## src/rtl/axis_shift_pkg.sv

```systemverilog
// Shared types and helpers for the stream shift / unshift blocks.
// Keep helpers operate on MAX_KEEP-wide vectors; callers size-cast to their own width.
package axis_shift_pkg;

   localparam int unsigned MAX_KEEP = 64;

   typedef enum logic [1:0] {
      StIdle,
      StHold,
      StFlush
   } state_e;

   function automatic int unsigned keep_width(input int unsigned bus_width);
      return bus_width / 8;
   endfunction

   function automatic logic [7:0] popcount_keep(input logic [MAX_KEEP-1:0] keep);
      logic [7:0] cnt;
      cnt = '0;
      for (int unsigned i = 0; i < MAX_KEEP; i++) begin
         cnt = cnt + {7'd0, keep[i]};
      end
      return cnt;
   endfunction

   function automatic logic [MAX_KEEP-1:0] keep_mask(input int unsigned n);
      logic [MAX_KEEP-1:0] m;
      for (int unsigned i = 0; i < MAX_KEEP; i++) begin
         m[i] = (i < n);
      end
      return m;
   endfunction

endpackage

```

## src/rtl/axis_keep_count.sv

```systemverilog
// Combinational popcount of a TKEEP vector.
module axis_keep_count
   import axis_shift_pkg::*;
#(
   parameter int unsigned KEEP_WIDTH = 64,
   localparam int unsigned CountWidth = $clog2(KEEP_WIDTH + 1)
) (
   input  logic [KEEP_WIDTH-1:0] keep_i,
   output logic [CountWidth-1:0] count_o
);

   always_comb begin
      count_o = CountWidth'(popcount_keep(MAX_KEEP'(keep_i)));
   end

endmodule

```

## src/rtl/axis_unshift.sv

```systemverilog
// AXI4-Stream byte un-shifter: drops SHIFT_BYTES leading bytes per packet and repacks to lane 0.
// Optional header capture ports are built when AXIS_UNSHIFT_HDR_EN is defined.
module axis_unshift
   import axis_shift_pkg::*;
#(
   parameter int unsigned BUS_WIDTH   = 512,
   parameter int unsigned SHIFT_BYTES = 2,
   parameter int unsigned KEEP_WIDTH  = keep_width(BUS_WIDTH)
) (
   input  logic                  aclk,
   input  logic                  ARESET,
   input  logic [BUS_WIDTH-1:0]  in_tdata,
   input  logic [KEEP_WIDTH-1:0] in_tkeep,
   input  logic                  in_tvalid,
   input  logic                  in_tlast,
   output logic                  in_tready,
   output logic [BUS_WIDTH-1:0]  out_tdata,
   output logic [KEEP_WIDTH-1:0] out_tkeep,
   output logic                  out_tvalid,
   output logic                  out_tlast,
   input  logic                  out_tready,
   output logic                  runt_err,
   output logic                  busy
`ifdef AXIS_UNSHIFT_HDR_EN
   ,
   output logic [8*SHIFT_BYTES-1:0] hdr_data,
   output logic                     hdr_valid
`endif
);

   localparam int unsigned CountWidth = $clog2(KEEP_WIDTH + 1);

   function automatic logic [BUS_WIDTH-1:0] byte_mask(input logic [KEEP_WIDTH-1:0] k);
      logic [BUS_WIDTH-1:0] m;
      for (int unsigned i = 0; i < KEEP_WIDTH; i++) begin
         m[8*i +: 8] = {8{k[i]}};
      end
      return m;
   endfunction

   state_e                state_q, state_d;
   logic [BUS_WIDTH-1:0]  hold_q, hold_d;
   logic [KEEP_WIDTH-1:0] flush_keep_q, flush_keep_d;
   logic [BUS_WIDTH-1:0]  out_tdata_q, out_tdata_d;
   logic [KEEP_WIDTH-1:0] out_tkeep_q, out_tkeep_d;
   logic                  out_tvalid_q, out_tvalid_d;
   logic                  out_tlast_q, out_tlast_d;
   logic                  runt_q, runt_d;

   logic [CountWidth-1:0] k_cnt;
   int unsigned           k_int;
   logic                  out_free;
   logic                  accept;
   logic                  is_runt_len;
   logic [KEEP_WIDTH-1:0] keep_tail;
   logic [KEEP_WIDTH-1:0] keep_end;
   logic [BUS_WIDTH-1:0]  in_shift;
   logic [BUS_WIDTH-1:0]  cat_data;

   axis_keep_count #(
      .KEEP_WIDTH(KEEP_WIDTH)
   ) u_keep_count (
      .keep_i (in_tkeep),
      .count_o(k_cnt)
   );

   assign k_int       = 32'(k_cnt);
   assign is_runt_len = (k_int <= SHIFT_BYTES);
   assign out_free    = !out_tvalid_q || out_tready;
   assign in_tready   = out_free && (state_q != StFlush);
   assign accept      = in_tvalid && in_tready;

   // keep_tail: bytes past the header on a last beat; keep_end: hold bytes plus a short last beat.
   assign keep_tail = KEEP_WIDTH'(keep_mask(k_int - SHIFT_BYTES));
   assign keep_end  = KEEP_WIDTH'(keep_mask(KEEP_WIDTH - SHIFT_BYTES + k_int));
   assign in_shift  = in_tdata >> (8 * SHIFT_BYTES);
   assign cat_data  = hold_q | (in_tdata << (8 * (KEEP_WIDTH - SHIFT_BYTES)));

   always_comb begin
      state_d      = state_q;
      hold_d       = hold_q;
      flush_keep_d = flush_keep_q;
      out_tdata_d  = out_tdata_q;
      out_tkeep_d  = out_tkeep_q;
      out_tvalid_d = out_tvalid_q;
      out_tlast_d  = out_tlast_q;
      runt_d       = 1'b0;

      if (out_tvalid_q && out_tready) begin
         out_tvalid_d = 1'b0;
      end

      unique case (state_q)
         StIdle: begin
            if (accept) begin
               if (!in_tlast) begin
                  hold_d  = in_shift;
                  state_d = StHold;
               end else if (!is_runt_len) begin
                  out_tdata_d  = in_shift & byte_mask(keep_tail);
                  out_tkeep_d  = keep_tail;
                  out_tvalid_d = 1'b1;
                  out_tlast_d  = 1'b1;
               end else begin
                  runt_d = 1'b1;
               end
            end
         end
         StHold: begin
            if (accept) begin
               out_tvalid_d = 1'b1;
               if (!in_tlast) begin
                  out_tdata_d = cat_data;
                  out_tkeep_d = '1;
                  out_tlast_d = 1'b0;
                  hold_d      = in_shift;
               end else if (is_runt_len) begin
                  out_tdata_d = cat_data & byte_mask(keep_end);
                  out_tkeep_d = keep_end;
                  out_tlast_d = 1'b1;
                  state_d     = StIdle;
               end else begin
                  out_tdata_d  = cat_data;
                  out_tkeep_d  = '1;
                  out_tlast_d  = 1'b0;
                  hold_d       = in_shift & byte_mask(keep_tail);
                  flush_keep_d = keep_tail;
                  state_d      = StFlush;
               end
            end
         end
         StFlush: begin
            if (out_free) begin
               out_tdata_d  = hold_q;
               out_tkeep_d  = flush_keep_q;
               out_tvalid_d = 1'b1;
               out_tlast_d  = 1'b1;
               state_d      = StIdle;
            end
         end
         default: state_d = StIdle;
      endcase
   end

   always_ff @(posedge aclk or posedge ARESET) begin
      if (ARESET) begin
         state_q      <= StIdle;
         hold_q       <= '0;
         flush_keep_q <= '0;
         out_tdata_q  <= '0;
         out_tkeep_q  <= '0;
         out_tvalid_q <= 1'b0;
         out_tlast_q  <= 1'b0;
         runt_q       <= 1'b0;
      end else begin
         state_q      <= state_d;
         hold_q       <= hold_d;
         flush_keep_q <= flush_keep_d;
         out_tdata_q  <= out_tdata_d;
         out_tkeep_q  <= out_tkeep_d;
         out_tvalid_q <= out_tvalid_d;
         out_tlast_q  <= out_tlast_d;
         runt_q       <= runt_d;
      end
   end

   assign out_tdata  = out_tdata_q;
   assign out_tkeep  = out_tkeep_q;
   assign out_tvalid = out_tvalid_q;
   assign out_tlast  = out_tlast_q;
   assign runt_err   = runt_q;
   assign busy       = (state_q != StIdle);

`ifdef AXIS_UNSHIFT_HDR_EN
   logic [8*SHIFT_BYTES-1:0] hdr_data_q, hdr_data_d;
   logic                     hdr_valid_q, hdr_valid_d;

   // Header bytes missing from a short runt latch as zero.
   always_comb begin
      hdr_data_d  = hdr_data_q;
      hdr_valid_d = 1'b0;
      if (accept && (state_q == StIdle)) begin
         hdr_valid_d = 1'b1;
         for (int unsigned i = 0; i < SHIFT_BYTES; i++) begin
            hdr_data_d[8*i +: 8] = in_tkeep[i] ? in_tdata[8*i +: 8] : 8'h00;
         end
      end
   end

   always_ff @(posedge aclk or posedge ARESET) begin
      if (ARESET) begin
         hdr_data_q  <= '0;
         hdr_valid_q <= 1'b0;
      end else begin
         hdr_data_q  <= hdr_data_d;
         hdr_valid_q <= hdr_valid_d;
      end
   end

   assign hdr_data  = hdr_data_q;
   assign hdr_valid = hdr_valid_q;
`endif

endmodule

```

## config.mk

```make
export PLATFORM = sky130hd
export DESIGN_NAME = axis_unshift
export DESIGN_NICKNAME = d
export VERILOG_FILES = /design/src/rtl/axis_shift_pkg.sv /design/src/rtl/axis_keep_count.sv /design/src/rtl/axis_unshift.sv
export SDC_FILE = /design/constraint.sdc
export NUM_CORES = 2
export LEC_CHECK = 0
export CAP_MARGIN = 10
export CORE_AREA = 3 3 451 453
export CTS_BUF_LIST = sky130_fd_sc_hd__clkbuf_8
export DETAILED_ROUTE_END_ITERATION = 12
export DIE_AREA = 0 0 454 456
export GPL_TIMING_DRIVEN = 0
export SYNTH_ARGS = -nofsm -noshare
export SYNTH_HDL_FRONTEND = slang
export SYNTH_SLANG_ARGS = --single-unit
```

## constraint.sdc

```tcl
create_clock -name aclk -period 88.8 [get_ports aclk]
set_input_delay 17.76 -clock aclk [delete_from_list [all_inputs] [get_ports aclk]]
set_output_delay 17.76 -clock aclk [all_outputs]
set_load 0.02 [all_outputs]
```

==> impl_results.md <==
- Post-synth top cells: dfrtp_1 (1141), nor2_1 (761), nand2_1 (379)
- Clock slew at reported path FFs: 0.06 ns
- Hpwl dp: approximately 220 mm
- Tcrit/Tclk final: approximately two fifths
- Setup TNS: 0 ns
- Critical path required time: 71.04 ns
- Synth Flop Type: dfrtp_1
- Setup Viol. Count Final: 0
- Post-synth ARST share: 100%
- Via count: 46803
- GPL Wtd Cong: ~0.95
- Synth-to-Final Area Change: 40.6%
- Initial antenna violation count: 83
- CTS buffer count: 206
- DP Area: roughly 0.066 mm²
- Worst Reg-to-Reg Cells: 13
- DRC: 0
- Die Wd: 454 µm
- Setup Buffers After CTS: 0
- Crit-path slowest cell: clkdlybuf4s50_1
- Detailed-route wire length per cell: 30.9 µm
- Number of port buffers: 1161
- CTS Buffer Depth: 3
- Root buf cell: clkbuf_8
- Post-synth top area share: 57.2%
- Vias per inst: 5.16
- Post-CTS sizing: 0
- Worst EP arrival: 19.42 ns
- CP Depth: 4
- Metal-1 WL: 108 mm
- Top Layer Used: met5
- Largest net degree at the start of global routing: 119
- Most frequent cell after synthesis: dfrtp_1
- Yosys warns: 0
- RSZ-0062 raised after global routing: false
- Clock Latency Late Sink: 1.00 ns
- Starting Density: 25.0%
- WL final: between 200 and 300 mm
- Worst Setup Path Type: primary input to output pin
- Met2 Wirelength: 131 mm
- Max FO, Critical Path: 4
- Syn Std Cell Area: 0.0499 mm²
- First-pass DRT Iterations: 7
- Finished Cell Area: 0.0702 mm²
- Reported max-cap violation count: 0
- GR Overflow Total: 0
- Startpoint Class: primary input
- Core Region: between 0.15 and 0.2 mm²
- Post-synthesis cell count: 4768
- Status: finished clean
- Row count: about 160
- Crit path cell chain: clkdlybuf4s50_1 -> nor2b_1 -> nor2_1 -> clkdlybuf4s50_1
- CP peak stage delay: 0.80 ns
- Synthesis-stage register bit count: between 1000 and 1500
- Worst slew pin tran: 1.23 ns
- Clock Sinks: 1141
- Most used cell, CP: clkdlybuf4s50_1
- Die Ht: 456 µm
- Fin crit period: between 30 and 40 ns
- Initial DRC Count: 4580
- Fin. max-slew vios: 0
- Fillers: 20182
- Critical Path Sink Type: output pin
- Delay-heaviest family, CP: buffers and inverters
- Area contributors post-synth: dfrtp_1 (57%), a22o_1 (5.9%), nor2_1 (5.7%)
- Die area: 0.207 mm²
- WL met3: 23.8 mm
- CTS H-tree depth: 4
- Final Hold Viols: 0
- CTS Hold Bufs: 0
- CTS tree: yes
- Vias in the first global route: 47140
- Hold depth: 2
- Proportion of layout cells with a drive suffix above 1: 8.30%
- Detail Route Antenna Nets: 0
- Global-route wire length before repair: 384 mm
- I/O pin count: 1162
- Dominant cell type by area after synthesis: dfrtp_1
- Buffers and inverters on the worst path: 2
- Mapped Avg Cell Area: 10.5 µm²
- Layout Nets: 6838
- Gr usage total: a little over a quarter
- Synth Net Count: 5425
- EDFF count, synth: 0
- Post-synthesis sequential area ratio: a little under three fifths
- Max-Slew Margin vs Limit: 17.8%
- Post-Route Skew: 0.0599 ns
- FMAX: 26.9 MHz
- Synth cell types: 73
- Type of the tightest min-delay check: register to register
-- placed cells by master, fill, tap and decap left out, types with 8 or more instances in the layout --
master and n:
a21o_1 196, a211oi_1 38, clkbuf_8 264, a31o_2 10, a22oi_1 19, a221o_1 216, a221oi_1 26, and3_1 179
and2_1 49, nand2_1 379, fa_1 54, a32oi_1 8, ha_1 22, nor2b_1 16, a31oi_1 21, clkbuf_1 204
dfrtp_1 1141, o22ai_1 26, diode_2 59, buf_16 15, o21ai_0 75, clkdlybuf4s50_1 1161, nor3_1 246, inv_1 191
a22o_1 336, a21oi_1 299, nor2_1 759, mux2_2 21, clkinv_2 20, buf_6 17, buf_2 89, a311oi_1 8
o31ai_1 31, nand3_1 13, buf_1 38
-- layer usage --
| layer | vias up | GRT usage, % |
|---|---|---|
| li1 | 20040 | - |
| met3 | 590 | 8.09 |
| met4 | 28 | 15.3 |
| met2 | 2227 | 41.9 |
| met5 | - | 0 |
| met1 | 23918 | 31.2 |
-- flip-flops by register name, summed over array words and instances (netlist names) --
name          flops
flush_keep_q     64
hold_q          496
out_tdata       512
out_tkeep        64
out_tlast         1
out_tvalid        1
runt_err          1
state_q           2
-- worst min-delay path: stages (launching register included) --
cell and delay, ns:
dfrtp_1 0.34, nand2_1 0.04, o21ai_0 0.06
-- layout make-up --
| class | instances | area [µm²] | share of cell area (%) |
|---|---|---|---|
| Buffer | 337 | 1400 | 1.99 |
| Tap cell | 2656 | 3320 | 4.73 |
| Sequential cell | 1141 | 28600 | 40.7 |
| Clock inverter | 111 | 736 | 1.05 |
| Antenna cell | 59 | 148 | 0.210 |
| Multi-Input combinational cell | 3164 | 19600 | 27.9 |
| Inverter | 126 | 480 | 0.684 |
| Clock buffer | 264 | 3630 | 5.17 |
| Timing Repair Buffer | 1205 | 12400 | 17.6 |
-- path summary, 6_finish.rpt --
| kind | startpoint | end | slack [ns] |
|---|---|---|---|
| max | out_tready | in_tready | 51.62 |
| max reg2reg | state_q[1] | out_tkeep[45] | 83.44 |
| max in group asynchronous | ARESET | hold_q[246] | 69.23 |
| min in group asynchronous | ARESET | out_tdata[137] | 17.16 |
| min | flush_keep_q[32] | flush_keep_q[32] | 0.48 |
| min reg2reg | flush_keep_q[32] | flush_keep_q[32] | 0.48 |
-- through the flow --
stage                     cells  setup WS (ns)  hold slack (ns)  utilization (%)
after global placement     8585          24.37            0.461             32.5
final                      9063          51.62            0.482             35.2
after global routing       9054          51.51            0.502             35.2
after detailed placement   8624          51.58            0.470             32.9
after CTS                  8999          51.59            0.483             35.1
after floorplan            4768          38.91            0.446                -
-- logic make-up (layout without fill, tap and decap cells) --
family                   after synthesis  in the layout  synth area share (%)
buffers and inverters                463           2043                  3.73
other                                  0             59                     0
XOR/XNOR                              10             10                 0.263
multiplexers                          21             21                 0.473
flip-flops                          1141           1141                  57.2
AND/OR/NAND/NOR                     1680           1680                  14.7
AO/OA/AOI/OAI                       1377           1377                  20.9
adder cells (fa/ha/maj)               76             76                  2.72
Power is left out: the tool's default activity adds up to more than one toggle a clock period on the data nets, which glitch-free logic cannot reach.
